--- src/rtl/sb_tx_pkg.sv ---
// Shared types and default sizes for the sideband TX serializer.
package sb_tx_pkg;

    localparam int unsigned SB_PKT_W  = 64;
    localparam int unsigned SB_GAP_UI = 32;
    localparam int unsigned SB_DEPTH  = 4;

    typedef enum logic [1:0] {
        IDLE  = 2'd0,
        LOAD  = 2'd1,
        SHIFT = 2'd2,
        GAP   = 2'd3
    } sb_tx_state_e;

endpackage

--- src/rtl/sb_tx_fifo.sv ---
// Synchronous word FIFO feeding the serializer; full/empty and read data are registered.
module sb_tx_fifo
    import sb_tx_pkg::*;
#(
    parameter int unsigned DEPTH = SB_DEPTH,
    parameter int unsigned PKT_W = SB_PKT_W
) (
    input  logic             clk_i,
    input  logic             rst_ni,
    input  logic             push_i,
    input  logic [PKT_W-1:0] wdata_i,
    input  logic             pop_i,
    output logic [PKT_W-1:0] rdata_o,
    output logic             full_o,
    output logic             empty_o
);

    localparam int unsigned PTR_W = $clog2(DEPTH);
    localparam int unsigned CNT_W = $clog2(DEPTH + 1);

    logic [PKT_W-1:0] mem [DEPTH];
    logic [PTR_W-1:0] wr_ptr_q, wr_ptr_d;
    logic [PTR_W-1:0] rd_ptr_q, rd_ptr_d;
    logic [CNT_W-1:0] cnt_q, cnt_d;
    logic             full_q, full_d;
    logic             empty_q, empty_d;
    logic [PKT_W-1:0] rdata_q;
    logic             push_ok;
    logic             pop_ok;

    assign push_ok = push_i && !full_q;
    assign pop_ok  = pop_i && !empty_q;

    always_comb begin
        wr_ptr_d = wr_ptr_q;
        rd_ptr_d = rd_ptr_q;
        cnt_d    = cnt_q;
        if (push_ok) wr_ptr_d = wr_ptr_q + PTR_W'(1);
        if (pop_ok)  rd_ptr_d = rd_ptr_q + PTR_W'(1);
        if (push_ok && !pop_ok)      cnt_d = cnt_q + CNT_W'(1);
        else if (pop_ok && !push_ok) cnt_d = cnt_q - CNT_W'(1);
        full_d  = (cnt_d == CNT_W'(DEPTH));
        empty_d = (cnt_d == '0);
    end

    always_ff @(posedge clk_i or negedge rst_ni) begin
        if (!rst_ni) begin
            wr_ptr_q <= '0;
            rd_ptr_q <= '0;
            cnt_q    <= '0;
            full_q   <= 1'b0;
            empty_q  <= 1'b1;
            rdata_q  <= '0;
        end else begin
            wr_ptr_q <= wr_ptr_d;
            rd_ptr_q <= rd_ptr_d;
            cnt_q    <= cnt_d;
            full_q   <= full_d;
            empty_q  <= empty_d;
            if (pop_ok) rdata_q <= mem[rd_ptr_q];
        end
    end

    // Storage array carries no reset; only written entries are ever read.
    always_ff @(posedge clk_i) begin
        if (push_ok) mem[wr_ptr_q] <= wdata_i;
    end

    assign rdata_o = rdata_q;
    assign full_o  = full_q;
    assign empty_o = empty_q;

endmodule

--- src/rtl/sb_tx_serializer.sv ---
// Sideband TX serializer: buffers words, shifts them out LSB-first with a gated clock and idle gap.
// Optional sticky drop flag enabled by SB_TX_OVERFLOW_STATUS_EN.
module sb_tx_serializer
    import sb_tx_pkg::*;
#(
    parameter int unsigned DEPTH  = SB_DEPTH,
    parameter int unsigned PKT_W  = SB_PKT_W,
    parameter int unsigned GAP_UI = SB_GAP_UI
) (
    input  logic             i_clk,
    input  logic             i_rst_n,
    input  logic             i_write_enable,
    input  logic [PKT_W-1:0] i_data_in,
`ifdef SB_TX_OVERFLOW_STATUS_EN
    input  logic             i_overflow_clr,
    output logic             o_overflow,
`endif
    output logic             o_fifo_full,
    output logic             o_fifo_empty,
    output logic             o_txdatasb,
    output logic             o_txcksb_en,
    output logic             o_ser_done,
    output logic             o_busy
);

    localparam int unsigned BIT_W = $clog2(PKT_W);
    localparam int unsigned GAP_W = $clog2(GAP_UI + 1);

    sb_tx_state_e     state_q, state_d;
    logic [PKT_W-1:0] shreg_q, shreg_d;
    logic [BIT_W-1:0] bit_cnt_q, bit_cnt_d;
    logic [GAP_W-1:0] gap_cnt_q, gap_cnt_d;
    logic             txd_q, txd_d;
    logic             cken_q, cken_d;
    logic             done_q, done_d;
    logic             busy_q, busy_d;
    logic             pop_c;
    logic [PKT_W-1:0] fifo_rdata;

    sb_tx_fifo #(
        .DEPTH (DEPTH),
        .PKT_W (PKT_W)
    ) u_fifo (
        .clk_i   (i_clk),
        .rst_ni  (i_rst_n),
        .push_i  (i_write_enable),
        .wdata_i (i_data_in),
        .pop_i   (pop_c),
        .rdata_o (fifo_rdata),
        .full_o  (o_fifo_full),
        .empty_o (o_fifo_empty)
    );

    // Output registers hold what the lane shows next cycle, so LOAD primes bit 0.
    always_comb begin
        state_d   = state_q;
        shreg_d   = shreg_q;
        bit_cnt_d = bit_cnt_q;
        gap_cnt_d = gap_cnt_q;
        txd_d     = 1'b0;
        cken_d    = 1'b0;
        done_d    = 1'b0;
        pop_c     = 1'b0;
        case (state_q)
            IDLE: begin
                if (!o_fifo_empty) begin
                    pop_c   = 1'b1;
                    state_d = LOAD;
                end
            end
            LOAD: begin
                shreg_d   = fifo_rdata;
                bit_cnt_d = '0;
                txd_d     = fifo_rdata[0];
                cken_d    = 1'b1;
                done_d    = (PKT_W == 1);
                state_d   = SHIFT;
            end
            SHIFT: begin
                if (bit_cnt_q == BIT_W'(PKT_W - 1)) begin
                    gap_cnt_d = '0;
                    state_d   = GAP;
                end else begin
                    shreg_d   = shreg_q >> 1;
                    bit_cnt_d = bit_cnt_q + BIT_W'(1);
                    txd_d     = shreg_q[1];
                    cken_d    = 1'b1;
                    done_d    = (bit_cnt_q == BIT_W'(PKT_W - 2));
                end
            end
            GAP: begin
                gap_cnt_d = gap_cnt_q + GAP_W'(1);
                if (gap_cnt_q == GAP_W'(GAP_UI - 1)) begin
                    if (!o_fifo_empty) begin
                        pop_c   = 1'b1;
                        state_d = LOAD;
                    end else begin
                        state_d = IDLE;
                    end
                end
            end
            default: state_d = IDLE;
        endcase
        busy_d = (state_d != IDLE);
    end

    always_ff @(posedge i_clk or negedge i_rst_n) begin
        if (!i_rst_n) begin
            state_q   <= IDLE;
            shreg_q   <= '0;
            bit_cnt_q <= '0;
            gap_cnt_q <= '0;
            txd_q     <= 1'b0;
            cken_q    <= 1'b0;
            done_q    <= 1'b0;
            busy_q    <= 1'b0;
        end else begin
            state_q   <= state_d;
            shreg_q   <= shreg_d;
            bit_cnt_q <= bit_cnt_d;
            gap_cnt_q <= gap_cnt_d;
            txd_q     <= txd_d;
            cken_q    <= cken_d;
            done_q    <= done_d;
            busy_q    <= busy_d;
        end
    end

`ifdef SB_TX_OVERFLOW_STATUS_EN
    logic ovf_q;

    // A drop in the same cycle as a clear keeps the flag set.
    always_ff @(posedge i_clk or negedge i_rst_n) begin
        if (!i_rst_n) begin
            ovf_q <= 1'b0;
        end else if (i_write_enable && o_fifo_full) begin
            ovf_q <= 1'b1;
        end else if (i_overflow_clr) begin
            ovf_q <= 1'b0;
        end
    end

    assign o_overflow = ovf_q;
`endif

    assign o_txdatasb  = txd_q;
    assign o_txcksb_en = cken_q;
    assign o_ser_done  = done_q;
    assign o_busy      = busy_q;

endmodule

--- config.mk ---
export PLATFORM = sky130hd
export DESIGN_NAME = sb_tx_serializer
export DESIGN_NICKNAME = d
export VERILOG_FILES = /design/src/rtl/sb_tx_pkg.sv /design/src/rtl/sb_tx_fifo.sv /design/src/rtl/sb_tx_serializer.sv
export SDC_FILE = /design/constraint.sdc
export NUM_CORES = 1
export LEC_CHECK = 0
export CAP_MARGIN = 20
export CORE_MARGIN = 2
export CORE_UTILIZATION = 45
export DETAILED_ROUTE_END_ITERATION = 7
export HOLD_SLACK_MARGIN = 0.15
export MAX_ROUTING_LAYER = met4
export PLACE_DENSITY = 0.66
export SLEW_MARGIN = 30
export SYNTH_ARGS = -nofsm -noshare
export SYNTH_HDL_FRONTEND = slang
export SYNTH_SLANG_ARGS = --single-unit
--- constraint.sdc ---
create_clock -name i_clk -period 2.5 [get_ports i_clk]
set_input_delay 0.5 -clock i_clk [delete_from_list [all_inputs] [get_ports i_clk]]
set_output_delay 0.5 -clock i_clk [all_outputs]
set_load 0.01 [all_outputs]
After elaboration in Yosys (flattened, before gate mapping)
Memories as Yosys holds them, arrays and structs flattened. A register that Yosys moved wholly into a read port is not among the register bits.
Index checks and enable logic that the tools add are counted.
{"block": "word_totals", "regBits": 91, "latchBits": 0, "ramBits": 256, "mem_bits_ro": 0, "in_bits": 67, "output_inout_bits": 6, "wordCells": 69, "memories": 1}
{"block": "op_classes", "addsub": 6, "mul": 0, "div_mod_pow": 0, "order_cmp": 0, "n_eq_ne": 9, "shifts": 0, "muxes": 24, "n_bitwise": 0, "reduce_logical": 16}
{"name": "u_fifo.mem", "words": 4, "width": 64, "rd": 1, "rd_clocked_by_memory_dff": 1, "wr": 1, "line_no": "sb_tx_fifo.sv:21", "rtl": "logic [PKT_W-1:0] mem [DEPTH];"}
{"cell": "$pmux W64 S2", "n": 1}
{"cell": "$mux W64", "n": 1}
{"cell": "$pmux W6 S2", "n": 2}
{"cell": "$add A6 B1 Y6 const B", "n": 2}
{"cell": "$eq A6 B6 Y1 const B", "n": 2}
{"cell": "$mux W6", "n": 2}
{"cell": "$mux W1", "n": 9}
{"cell": "$pmux W2 S4", "n": 1}
{"cell": "$eq A6 B5 Y1 const B", "n": 1}
{"cell": "$mux W2", "n": 3}
{"cell": "$mux W3", "n": 2}
{"cell": "$pmux W1 S2", "n": 3}
{"cell": "$reduce_bool A2 Y1", "n": 3}
{"cell": "$logic_not A1 Y1", "n": 5}
{"cell": "$add A2 B1 Y2 const B", "n": 2}
{"cell": "$eq A2 B2 Y1 const B", "n": 2}
{"cell": "$logic_and A1 B1 Y1", "n": 4}
{"cell": "$ne A2 B2 Y1 const B", "n": 2}
{"cell": "$reduce_and A2 Y1", "n": 2}
{"cell": "$add A3 B1 Y3 const B", "n": 1}
{"cell": "$eq A3 B3 Y1 const B", "n": 1}
{"cell": "$logic_not A3 Y1", "n": 1}
{"cell": "$sub A3 B1 Y3 const B", "n": 1}
{"cell": "$eq A2 B1 Y1 const B", "n": 1}
{"cell": "$logic_not A2 Y1", "n": 1}

Logic depth before layout (Yosys ltp)
{"block": "depth", "ltp_word": 8, "ltp_mapped": 9, "mapped_depth_nobuf": 8}

Cells and area by module
From an unflattened synthesis, not the netlist that was laid out.
{"block": "hier_totals", "cells_unflattened": 1039, "hier_area_um2": 16102.9}
{"mod": "sb_tx_fifo", "instances": 1, "cells_per_inst": 659, "area_each_um2": 12144.1}
{"mod": "sb_tx_serializer", "instances": 1, "cells_per_inst": 380, "area_each_um2": 3958.8}

Worst setup path after synthesis
Ideal clock, no wire load.
{"block": "synth_timing", "kind": "input port to flip-flop", "from": "in i_write_enable", "to": "mem u_fifo.mem[0][0] in the netlist's numbering (enable)", "arrival_time_ps": 2432, "t_required_ps": 2071, "slack_ps": -361, "stages": 3, "n_path_buf": 1, "path_cell_list": "nor2b_1 clkbuf_1 and2_1"}
{"block": "synth_via", "elab_chain_len": 3}
{"item": "start, declared", "line_no": "sb_tx_serializer.sv:12", "rtl": "input logic i_write_enable,"}
{"item": "$logic_and A1 B1 Y1", "line_no": "sb_tx_fifo.sv:31", "rtl": "assign push_ok = push_i && !full_q;"}
{"item": "$mux W1", "line_no": "sb_tx_fifo.sv:66", "rtl": "if (push_ok) mem[wr_ptr_q] <= wdata_i;"}
{"item": "$mux W1 (implied by the code)", "line_no": "sb_tx_fifo.sv:66"}
{"item": "end, declared", "line_no": "sb_tx_fifo.sv:21"}
No other way between the ends.

Worst setup path in the final report
{"block": "layout_timing", "from": "reg state_q[0]", "to": "reg u_fifo.rdata_q[37] (netlist: u_fifo.rdata_o[37]), read port of u_fifo.mem"}
{"block": "layout_via", "elab_chain_len": 3}
{"item": "start, declared", "line_no": "sb_tx_serializer.sv:29", "rtl": "sb_tx_state_e state_q, state_d;"}
{"item": "start signal, assigned", "line_no": "sb_tx_serializer.sv:118", "rtl": "state_q <= state_d;"}
{"item": "$eq A2 B2 Y1 / $logic_not A2 Y1 (equally long branches)", "line_no": "sb_tx_serializer.sv:64", "rtl": "case (state_q)"}
{"item": "$pmux W1 S2 *", "line_no": "sb_tx_serializer.sv:64"}
{"item": "$logic_and A1 B1 Y1 *", "line_no": "sb_tx_fifo.sv:32", "rtl": "assign pop_ok = pop_i && !empty_q;"}
{"item": "end, declared", "line_no": "sb_tx_fifo.sv:27", "rtl": "logic [PKT_W-1:0] rdata_q;"}
Every way passes the cells marked *; elsewhere a longest branch is shown, timed or not.
A chain may end at the register's enable or synchronous reset.

==> metrics <==
status=completed; GRT Total Usage=17.0%; worst-path maximum fanout=26; Cell Area, Synth=16,100 sq um; fmax=0.423 GHz; Reg area=11,500 sq um; Fillers=2,794; non-filler instance count after layout=1,498; fraction of registers with async set/reset=37.6%; die area=37,300 sq um; CP Class=reg -> reg; #FFs+latches synth=410; Post-synth top cells=edfxtp_1 (256), dfrtp_1 (153), nor2_1 (74), a21oi_1 (68), mux2i_1 (65); Final Hold Fails=0; syn_nets=976; post-layout min period=2360 ps; initial antenna violation count=1; Detailed Routing Iterations Pass 1=4; proportion of layout cells with a drive suffix above 1=23.1%; Cell Pwr Density=851 nW/um^2; routed wire length=29,300 um; Initial DRC Count=358; largest net degree at the start of global routing=81; YS warnings=0; CTS tree=built; fin. max-slew vios=0; total power draw=0.0162 W; drt via density=5.29; clk slew on worst S/H paths=60 ps; Syn Inst Count=895; # clock sinks=410; Routability Congestion=0.732; Leak=7.67 nW; multi-input logic area=4290 sq um; dpl hpwl=18,400 um; I/O pin total=73; die width=193 um; port bufs=72; Clock Skew=29.1 ps; final period utilization=94.6%; Post-synth EDFFs=256; Worst Setup Start Kind=register; top cell type's share of synthesized area=47.8%; relative slew slack=52.1%; initial core utilization=45.4%; Most used DFF post-synth=edfxtp_1; RSZ-0062 raised after global routing=false; DR DRC count=0; Synth cell types=48; Worst EP arrival=2780 ps; WL/cell=19.6 um; fin nets=1,083; area of the core=35,400 sq um; clock buffer depth=3; Die H=193 um; Clock Tree Root=clkbuf_16; P&R area growth vs syn=18.3%; vias in the first global route=8,289; clk_lat worst skew=550 ps; gr ovfl total=0; Worst Max-Slew Pin Slew=719 ps; Hold Crit Class=in -> async; FP Rows=69; first-pass GRT wire length=47,000 um; Vias=7,923; worst vdd rail ir drop=0.567 mV; # setup viols final=0; syn avg cell area=18.0 sq um; Final TNS setup=0 ps; most frequent cell after synthesis=edfxtp_1; Area contributors post-synth=edfxtp_1 (48%), dfrtp_1 (24%), mux4_2 (9.0%), mux2i_1 (4.0%), mux2_4 (2.8%); Final Util=53.8%; Routed Antenna Nets=0; sequential-to-total area share from yosys stat=71.8%; CP required=2910 ps; H-Tree Depth=2; max-cap viol count=0; CTS Buf Count=42; critical path capture point type=register; dominant cell type by area after synthesis=edfxtp_1; Cells after DPL=1,418
==> placed cells by master, fill, tap and decap left out, types with 2 or more instances in the layout <==
master             n
nor3_1             2
nor2b_1            3
dfrtp_4            2
o21ai_0           10
clkbuf_8           7
a31oi_1            2
nor2_1            74
clkbuf_16         43
and2_4             4
nand3_1            6
ha_1              13
a211oi_1           2
nor3b_1            2
o21a_1             2
edfxtp_1         256
inv_1              9
a22o_1             5
clkdlybuf4s50_1   71
mux2i_1           65
nand2_1           17
dfrtp_1          151
buf_4             18
a21oi_1           67
or2_2              2
mux4_2            64
mux2_2            35
clkinv_2           5
xnor2_1            6
clkinv_1           4
mux2_4            30
buf_12            17
clkbuf_1          14
==> worst paths after layout <==
path                                    start            endpoint  slack (ps)  depth (start not counted)
setup reg to reg                   state_q[0]  u_fifo.rdata_o[37]         140                          6
max in group asynchronous             i_rst_n  u_fifo.rdata_o[33]        1400                          3
setup / recovery                   state_q[0]  u_fifo.rdata_o[37]         140                          6
hold reg to reg            u_fifo.rdata_o[13]  u_fifo.rdata_o[13]         500                          1
hold / removal                        i_rst_n  u_fifo.wr_ptr_q[1]         420                          2
min in group i_clk         u_fifo.rdata_o[13]  u_fifo.rdata_o[13]         500                          1
==> power breakdown <==
group | total [W] | leakage (nW) | switching (W) | internal, W
clock network | 0.00605 | 0.668 | 0.00253 | 0.00352
logic | 0.00170 | 2.75 | 0.000961 | 0.000735
registers | 0.00843 | 4.25 | 0.000197 | 0.00824
==> flip-flops by register name, indices dropped and copies added, names as in the netlist <==
register and flops:
bit_cnt_q 6, u_fifo.wr_ptr_q 2, o_ser_done 1, u_fifo.cnt_q 3
u_fifo.full_o 1, o_txcksb_en 1, state_q 2, u_fifo.mem 256
o_busy 1, gap_cnt_q 6, u_fifo.rdata_o 64, o_txdatasb 1
u_fifo.empty_o 1, u_fifo.rd_ptr_q 2, shreg_q 63
==> critical path: stages (launching register included) <==
cell and delay, ps:
dfrtp_1 390, inv_1 70, ha_1 340, or4b_1 490
o2bb2a_4 320, buf_4 290, mux2_4 330
==> routing by layer <==
layer / global-route usage (%) / vias up / share of wire [%]
met5: - / - / 0
met1: 22.7 / 4127 / 45
met3: 2.88 / 47 / 3.7
met2: 27.5 / 111 / 49
li1: - / 3638 / -
met4: 3.96 / 0 / 1.8
==> area by class of cell <==
class,count,area share (%)
antenna,1,0.0132
clock buffer,64,6.44
clock inverter,14,0.736
inverter,9,0.178
multi-input combinational,431,22.6
sequential,410,60.7
tap,461,3.03
timing repair buffer,108,6.35
==> cell families after synthesis <==
| logic type | Yosys count | synth area share [%] |
|---|---|---|
| mux | 194 | 18.3 |
| xor+xnor | 6 | 0.327 |
| fa+ha+maj | 16 | 1.22 |
| flops | 410 | 71.8 |
| compound gates | 96 | 3.38 |
| buf+inv | 54 | 1.79 |
| simple gates | 119 | 3.25 |
==> timing repair <==
action | in CTS | in global routing
setup buffers | 0 | 0
hold endpoints to repair | 26 | 0
resized for setup | 0 | 1
hold buffers | 1 | 0
endpoints found under the setup margin | 0 | 1
==> stage by stage <==
step | hold WS [ps] | worst slack, ps | area [sq um]
4_1_cts | 409 | 126 | 19000
3_5_place_dp | 413 | 132 | 17600
5_1_grt | 429 | 33.3 | 19000
6_report | 419 | 135 | 19000
2_1_floorplan | 204 | 242 | 16100
3_3_place_gp | 416 | 152 | 17600
(Power assumes the default switching activity.)
